[config.mk]
export PLATFORM = sky130hd
export DESIGN_NAME = button_debouncer
export DESIGN_NICKNAME = d
export VERILOG_FILES = /design/src/rtl/button_debouncer.sv
export SDC_FILE = /design/constraint.sdc
export NUM_CORES = 1
export LEC_CHECK = 0
export CELL_PAD_IN_SITES_DETAIL_PLACEMENT = 0
export CELL_PAD_IN_SITES_GLOBAL_PLACEMENT = 1
export CORE_AREA = 2 2 39 41
export CTS_BUF_LIST = sky130_fd_sc_hd__clkbuf_4 sky130_fd_sc_hd__clkbuf_8 sky130_fd_sc_hd__clkbuf_16
export CTS_CLUSTER_DIAMETER = 60
export CTS_CLUSTER_SIZE = 8
export DETAILED_ROUTE_END_ITERATION = 8
export DIE_AREA = 0 0 41 43
export MAX_ROUTING_LAYER = met4
export PLACE_DENSITY_LB_ADDON = 0.05
export SLEW_MARGIN = 20
export SYNTH_ARGS = -nofsm -noshare
export SYNTH_HDL_FRONTEND = slang
export SYNTH_SLANG_ARGS = --single-unit
export TNS_END_PERCENT = 100
[constraint.sdc]
create_clock -name clk -period 3 [get_ports clk]
set_input_delay 0.3 -clock clk [delete_from_list [all_inputs] [get_ports clk]]
set_output_delay 0.3 -clock clk [all_outputs]
set_load 0.05 [all_outputs]
[src/rtl/button_debouncer.sv]
// Push-button conditioner: multi-flop synchronizer followed by a debounce FSM
// that only changes btn_clean after DEBOUNCE_CYCLES consecutive stable samples.
//
// state | meaning
// ------+------------------------------------------------------
// LOW   | stable released level, btn_clean=0
// L2H   | qualifying a press, btn_clean=0, busy=1
// HIGH  | stable pressed level, btn_clean=1
// H2L   | qualifying a release, btn_clean=1, busy=1
module button_debouncer #(
   parameter int SYNC_STAGES     = 2,
   parameter int DEBOUNCE_CYCLES = 4
) (
   input  logic clk,
   input  logic rst,
   input  logic btn_raw,
   output logic btn_clean,
   output logic busy
);

   localparam int CW = $clog2(DEBOUNCE_CYCLES + 1);
   localparam logic [CW-1:0] CNT_LAST = CW'(DEBOUNCE_CYCLES - 1);
   localparam logic [CW-1:0] CNT_ONE  = CW'(1);

   // Encoding chosen so bit1 is the clean level and bit0 is busy.
   localparam logic [1:0] ST_LOW  = 2'b00;
   localparam logic [1:0] ST_L2H  = 2'b01;
   localparam logic [1:0] ST_HIGH = 2'b10;
   localparam logic [1:0] ST_H2L  = 2'b11;

   logic [SYNC_STAGES-1:0] sync_q;
   logic                   btn_sync;
   logic [1:0]             state_q, state_d;
   logic [CW-1:0]          cnt_q, cnt_d;

   always_ff @(posedge clk or posedge rst) begin
      if (rst) begin
         sync_q <= '0;
      end else begin
         sync_q <= {sync_q[SYNC_STAGES-2:0], btn_raw};
      end
   end

   assign btn_sync = sync_q[SYNC_STAGES-1];

   always_comb begin
      state_d = state_q;
      cnt_d   = cnt_q;
      case (state_q)
         ST_LOW: begin
            if (btn_sync) begin
               state_d = ST_L2H;
               cnt_d   = CNT_ONE;
            end else begin
               cnt_d   = '0;
            end
         end
         ST_L2H: begin
            if (!btn_sync) begin
               state_d = ST_LOW;
               cnt_d   = '0;
            end else if (cnt_q == CNT_LAST) begin
               state_d = ST_HIGH;
               cnt_d   = '0;
            end else begin
               cnt_d   = cnt_q + CNT_ONE;
            end
         end
         ST_HIGH: begin
            if (!btn_sync) begin
               state_d = ST_H2L;
               cnt_d   = CNT_ONE;
            end
         end
         ST_H2L: begin
            if (btn_sync) begin
               state_d = ST_HIGH;
               cnt_d   = '0;
            end else if (cnt_q == CNT_LAST) begin
               state_d = ST_LOW;
               cnt_d   = '0;
            end else begin
               cnt_d   = cnt_q + CNT_ONE;
            end
         end
         default: begin
            state_d = ST_LOW;
            cnt_d   = '0;
         end
      endcase
   end

   always_ff @(posedge clk or posedge rst) begin
      if (rst) begin
         state_q <= ST_LOW;
         cnt_q   <= '0;
      end else begin
         state_q <= state_d;
         cnt_q   <= cnt_d;
      end
   end

   assign btn_clean = (state_q == ST_HIGH) || (state_q == ST_H2L);
   assign busy      = (state_q == ST_L2H)  || (state_q == ST_H2L);

endmodule

* Yosys cells after proc, flatten, opt, wreduce, memory -nomap -nowiden
Index checks and enable logic that the tools add are counted.
** Storage, ports and cells
- Register bits after elaboration :: 7
- Logic and storage cells :: 29
- Input port bits :: 3
** Cells by class
- Multiplexer cells :: 13
- Reductions and logical operators :: 4
- Equal/unequal tests :: 8
- $add $sub $neg :: 1
** Operator list (number)
- $mux W2 :: 6
- $mux W3 :: 4
- $pmux W3 S4 :: 1
- $pmux W2 S4 :: 1
- $ne A3 B3 Y1 const B :: 2
- $eq A2 B2 Y1 const B :: 2
- $ne A2 B2 Y1 const B :: 2
- $reduce_and A4 Y1 :: 1
- $add A3 B1 Y3 const B :: 1
- $eq A3 B2 Y1 const B :: 1
- $eq A2 B1 Y1 const B :: 1
- $logic_not A2 Y1 :: 1
- $logic_or A1 B1 Y1 :: 2
- $mux W1 :: 1

* Depth between registers and ports, before layout
Gate-level depths: netlist of the first run.
- Word-level depth :: 4
- Gate-level depth with buffers :: 4
- Gate-level depth less buffers :: 4

* Worst setup path after synthesis of the first run
Ideal clock, no wire load.
- Path type :: flip-flop to flip-flop
- Start point :: register cnt_q[0]
- End point :: register with a tool-made name
- Data arrival time :: 1.157 ns
- Setup slack :: 1.719 ns
- Setup time :: 0.125 ns
- Data required time :: 2.875 ns
- Clock period less this slack :: 1.281 ns
- Stages on the path, launching flop included :: 5
- Buffers on the path :: 0
- Cell sequence :: dfrtp_1 ha_1 and2b_2 nand2_1 mux2_2
** RTL lines
- start, declared :: RTL line 34 : logic [CW-1:0] cnt_q, cnt_d;
- start signal, assigned :: RTL line 99 : cnt_q <= cnt_d;

* Worst setup path in the final report of the first run
- Start point :: register state_q[0]
- End point :: output busy
** On the way
- Word-level cells in the longest chain between the ends :: 2
- Elaborated cells between the ends (all ways) :: 3
- Classes of those cells :: eq/ne: 2; reduce/logical: 1
** RTL lines
- start, declared :: RTL line 33 : logic [1:0] state_q, state_d;
- start signal, assigned :: RTL line 98 : state_q <= state_d;
- $eq A2 B1 Y1 or $eq A2 B2 Y1 (tied branches) :: RTL line 104 : assign busy = (state_q == ST_L2H) || (state_q == ST_H2L);
- $logic_or A1 B1 Y1 (*) :: RTL line 104
- end, declared :: RTL line 18 : output logic busy
Every way passes the cells marked *; elsewhere a longest branch is shown, timed or not.

==> results of run 1 <==
## metrics by stage
| stage | cell area [um^2] | util | worst slack, ns |
|---|---|---|---|
| after floorplan | 298 | - | 1.72 |
| after global placement | 350 | 0.253 | 1.46 |
| after detailed placement | 350 | 0.253 | 1.43 |
| after CTS | 380 | 0.275 | 1.16 |
| after global routing | 380 | 0.275 | 1.09 |
| final | 380 | 0.275 | 1.17 |
## cell usage after synthesis (all sizes together)
library cell,n,area (um^2)
ha,1,12.5
nand2b,1,6.26
nor3b,1,7.51
o32ai,1,8.76
a21oi,1,5.00
nor3,1,5.00
and2b,1,8.76
dfrtp,7,175
clkbuf,2,7.51
o21a,2,15.0
nor2,3,11.3
nand2,3,11.3
inv,1,3.75
xnor2,1,8.76
mux2,1,11.3
## area by class of cell
| cell class | instances | area share |
|---|---|---|
| clock buffer | 4 | 0.0789 |
| tap | 16 | 0.0526 |
| multi-input combinational | 17 | 0.293 |
| inverter | 1 | 0.00987 |
| sequential | 7 | 0.461 |
| timing repair buffer | 4 | 0.105 |
## cell families (layout without fill, tap and decap cells)
group | count (synthesis) | in the layout | share of synthesized area
AND/OR/NAND/NOR | 10 | 10 | 0.168
XOR/XNOR | 1 | 1 | 0.0294
multiplexers | 1 | 1 | 0.0378
AO/OA/AOI/OAI | 4 | 4 | 0.0966
flip-flops | 7 | 7 | 0.588
buffers and inverters | 3 | 9 | 0.0378
adder cells (fa/ha/maj) | 1 | 1 | 0.0420
## worst paths after layout
kind | from | to | slack [ns] | depth (start not counted)
setup / recovery | state_q[0] | busy | 1.17 | 1
hold / removal | rst | state_q[0] | 0.28 | 2
setup reg to reg | cnt_q[0] | flip-flop | 1.64 | 4
hold reg to reg | sync_q[0] | sync_q[1] | 0.35 | 0
max in group asynchronous | rst | sync_q[0] | 2.50 | 2
min in group clk | sync_q[0] | sync_q[1] | 0.35 | 0
## per-layer routing
| layer | GRT usage | vias to the layer above | wire length, um |
|---|---|---|---|
| met1 | 0.0825 | 99 | 217 |
| met4 | 0.0200 | 0 | 0 |
| met2 | 0.0969 | 7 | 212 |
| li1 | - | 102 | - |
| met3 | 0.0785 | 0 | 38 |
| met5 | - | - | 0 |
## report_power, final
part           internal, mW  switching [mW]  total (mW)  leakage [nW]
Clock                0.0598          0.0345      0.0943        0.0184
Combinational        0.0594          0.0824       0.142        0.0638
Sequential            0.119          0.0281       0.147        0.0869
## worst reg2reg max path, delay by kind of cell, from the launching register on
kind / cells / cell delay, ns
adders and majority gates: 1 / 0.22
DFF: 1 / 0.40
muxes: 1 / 0.32
and+or+nand+nor: 2 / 0.30
==> reports/results.ini, run 1 <==
[synthesis]
syn_nets = 31
synth.distinct_cells = 15
yosysWarningCount = 0
synth-seq-cells = 7
yosysSeqAreaShare = 0.588
synth.avg_cell_area_um2 = 11.0
synthCells = 27
synthesis.area_um2 = 298

[layout]
fillers = 155
diodes = 0
layout_common_cells = dfrtp_1, clkbuf_4, clkdlybuf4s50_1, nand2_1, nor2_1
final_common_cell = dfrtp_1
layout-drive-gt1-share = 0.182
stdcell_count = 49
area_growth_pct = 27.7
multi_input_area_um2 = 111
regArea_um2 = 175
fin_nets = 38

[detailed_routing]
antenna_left = 0
initialDrtViolationCount = 9
wl_per_cell_um = 9.55
routed_wl_um = 468
first_pass_iters = 3
vias_per_cell = 4.24
dr_total_vias = 208
remaining_drc_errors = 0

[sta]
relSlewSlack = 0.673
holdWs_ns = 0.276
fin_setup_tns_ns = 0
timing.fmax_mhz = 546
worst_slew_pin_slew_ns = 0.489
hold_viol = 0
period_needed_ns = 1.83
setup_viol = 0
post-route-period-util = 0.611
skew_ns = 0.00829
slew_violations = 0
rsz0062_at_grt = no

[place]
io_buffers = 4
place_inst = 45
routabilityCongestion = 0.603
post-dp-hpwl_um = 358

[worst_setup_path]
cp-start-kind = flip-flop
crit_arrival_ns = 1.53
critPathTopFamily = buffers and inverters
critical_path.cell_chain = clkdlybuf4s50_1
cpPeakStageDelay_ns = 0.84
path_buf_inv = 1
critPathKind = flip-flop to output pin
required_ns = 2.70
path_max_fanout = 8
cpMaxStageDelayCell = clkdlybuf4s50_1
endpoint_kind = output pin

[die]
rows = 14
pin_count = 5
die-area_um2 = 1760
fp.coreArea_um2 = 1380
die_w_um = 41
fp.dieH_um = 43
start_util = 0.215

[global_route]
grt_start_max_net_pins = 9
first_global_vias = 186
grt_overflow = 0
grt_usage = 0.0768
antenna_found_initial = 0
grt_first_pass_wirelength_um = 786

[clock_tree]
cts_buffer_depth = 2
cts_resized = 0
cts_made_buffers = 3
htreeDepth = 1
clock_latency_ns = 0.25
clkTransAtPathRegs_ns = 0.06
postCtsSetupRepairBufs = 0
cts_tree = built
cts_root_buf = clkbuf_4
numClockSinks = 7
cts_hold_buf = 0

[outcome]
status = completed

[power]
total_power_uw = 383
peakVddDrop_mv = 0.335
p_leak_nw = 0.169
power.density_nw_per_um2 = 1010

[min_path]
hold_path.class = primary input to async pin

[flow_run]
cap_violations = 0

No activity file was read; power rests on OpenSTA's default activity.
==> inputs of run 2 (changes only) <==
- clock period: 3 -> 1.8 ns (I/O delays scaled with it)
==> reports/results.ini, run 2 (synthesis gave the netlist of run 1 again) <==
[outcome]
status = completed

[global_route]
antenna_found_initial = 0
grt_first_pass_wirelength_um = 821
first_global_vias = 220
grt_start_max_net_pins = 9
grt_usage = 0.0720
grt_overflow = 0

[detailed_routing]
remaining_drc_errors = 0
vias_per_cell = 3.92
initialDrtViolationCount = 0
dr_total_vias = 192
first_pass_iters = 1
routed_wl_um = 421
antenna_left = 0
wl_per_cell_um = 8.59

[worst_setup_path]
required_ns = 1.62
path_buf_inv = 1
cpPeakStageDelay_ns = 0.83
crit_arrival_ns = 1.47
r2r_slack_ns = 0.45
rr_worst_depth = 4
cpMaxStageDelayCell = clkdlybuf4s50_1
cp-start-kind = flip-flop
critPathKind = flip-flop to output pin
endpoint_kind = output pin
path_max_fanout = 5
critical_path.cell_chain = clkdlybuf4s50_1
r2r_start = cnt_q[0]
critPathTopFamily = buffers and inverters

[clock_tree]
cts_root_buf = clkbuf_4
clock_latency_ns = 0.24
cts_buffer_depth = 2
cts_tree = built
postCtsSetupRepairBufs = 0
clkTransAtPathRegs_ns = 0.05
numClockSinks = 7
cts_made_buffers = 3
htreeDepth = 1
cts_resized = 0
cts_hold_buf = 0

[sta]
skew_ns = 0.00466
post-route-period-util = 0.918
timing.fmax_mhz = 605
rsz0062_at_grt = no
period_needed_ns = 1.65
relSlewSlack = 0.669
hold_viol = 0
worst_slew_pin_slew_ns = 0.495
fin_setup_tns_ns = 0
setup_viol = 0
slew_violations = 0
setup_ws_ns = 0.148

[power]
total_power_uw = 626
p_leak_nw = 0.170
peakVddDrop_mv = 0.441
power.density_nw_per_um2 = 1660

[die]
fp.dieH_um = 43
rows = 14
die-area_um2 = 1760
fp.coreArea_um2 = 1380
start_util = 0.215
pin_count = 5
die_w_um = 41

[layout]
layout_common_cells = dfrtp_1, clkbuf_4, nand2_1, nor2_1, clkdlybuf4s50_1
fin_nets = 38
stdcell_count = 49
layout-drive-gt1-share = 0.212
diodes = 0
area_growth_pct = 26.9
final_common_cell = dfrtp_1

[place]
io_buffers = 4
place_inst = 45
place_ws_ns = 0.402
routabilityCongestion = 0.686
post-dp-hpwl_um = 371

[flow_run]
cap_violations = 0

[min_path]
hold_path.class = primary input to async pin

==> run 2: cell types whose count changed in the layout (fill, tap and decap cells not counted), sizes merged <==
cell           previous run  this run
buf                       0         1
clkdlybuf4s50             4         3
==> run 2: area by class of cell <==
class | instances | area [um^2]
Clock buffer | 4 | 30.0
Fill cell | 151 | 1010
Inverter | 1 | 3.75
Multi-Input combinational cell | 17 | 111
Sequential cell | 7 | 175
Tap cell | 16 | 20.0
Timing Repair Buffer | 4 | 37.5
==> run 2: worst max path at each step <==
stage / to / cells past startpoint / slack, ns
2_1_floorplan: flip-flop / 4 / 0.52
3_3_place_gp: btn_clean / 1 / 0.42
3_5_place_dp: btn_clean / 1 / 0.40
4_1_cts: btn_clean / 1 / 0.13
5_1_grt: btn_clean / 1 / 0.09
6_report: btn_clean / 1 / 0.15
==> run 2: layer usage <==
layer | vias to the layer above | part of all wire | global-route usage
li1 | 102 | - | -
met1 | 86 | 0.44 | 0.0808
met2 | 4 | 0.51 | 0.103
met3 | 0 | 0.057 | 0.0157
met4 | 0 | 0 | 0.0600
met5 | - | 0 | -
==> run 2: through the flow <==
| stage | hold slack (ns) | util | instance area [um^2] |
|---|---|---|---|
| global route | 0.198 | 0.273 | 378 |
| floorplan | -0.0166 | - | 298 |
| finish | 0.154 | 0.273 | 378 |
| detailed placement | 0.345 | 0.251 | 348 |
| global placement | 0.341 | 0.251 | 348 |
| CTS | 0.158 | 0.273 | 378 |
==> run 2: report_power, final <==
part           switching, mW  leakage (nW)  internal, mW  total (mW)
combinational          0.136        0.0647        0.0938       0.230
clock                 0.0514        0.0184        0.0992       0.151
sequential            0.0471        0.0869         0.199       0.246
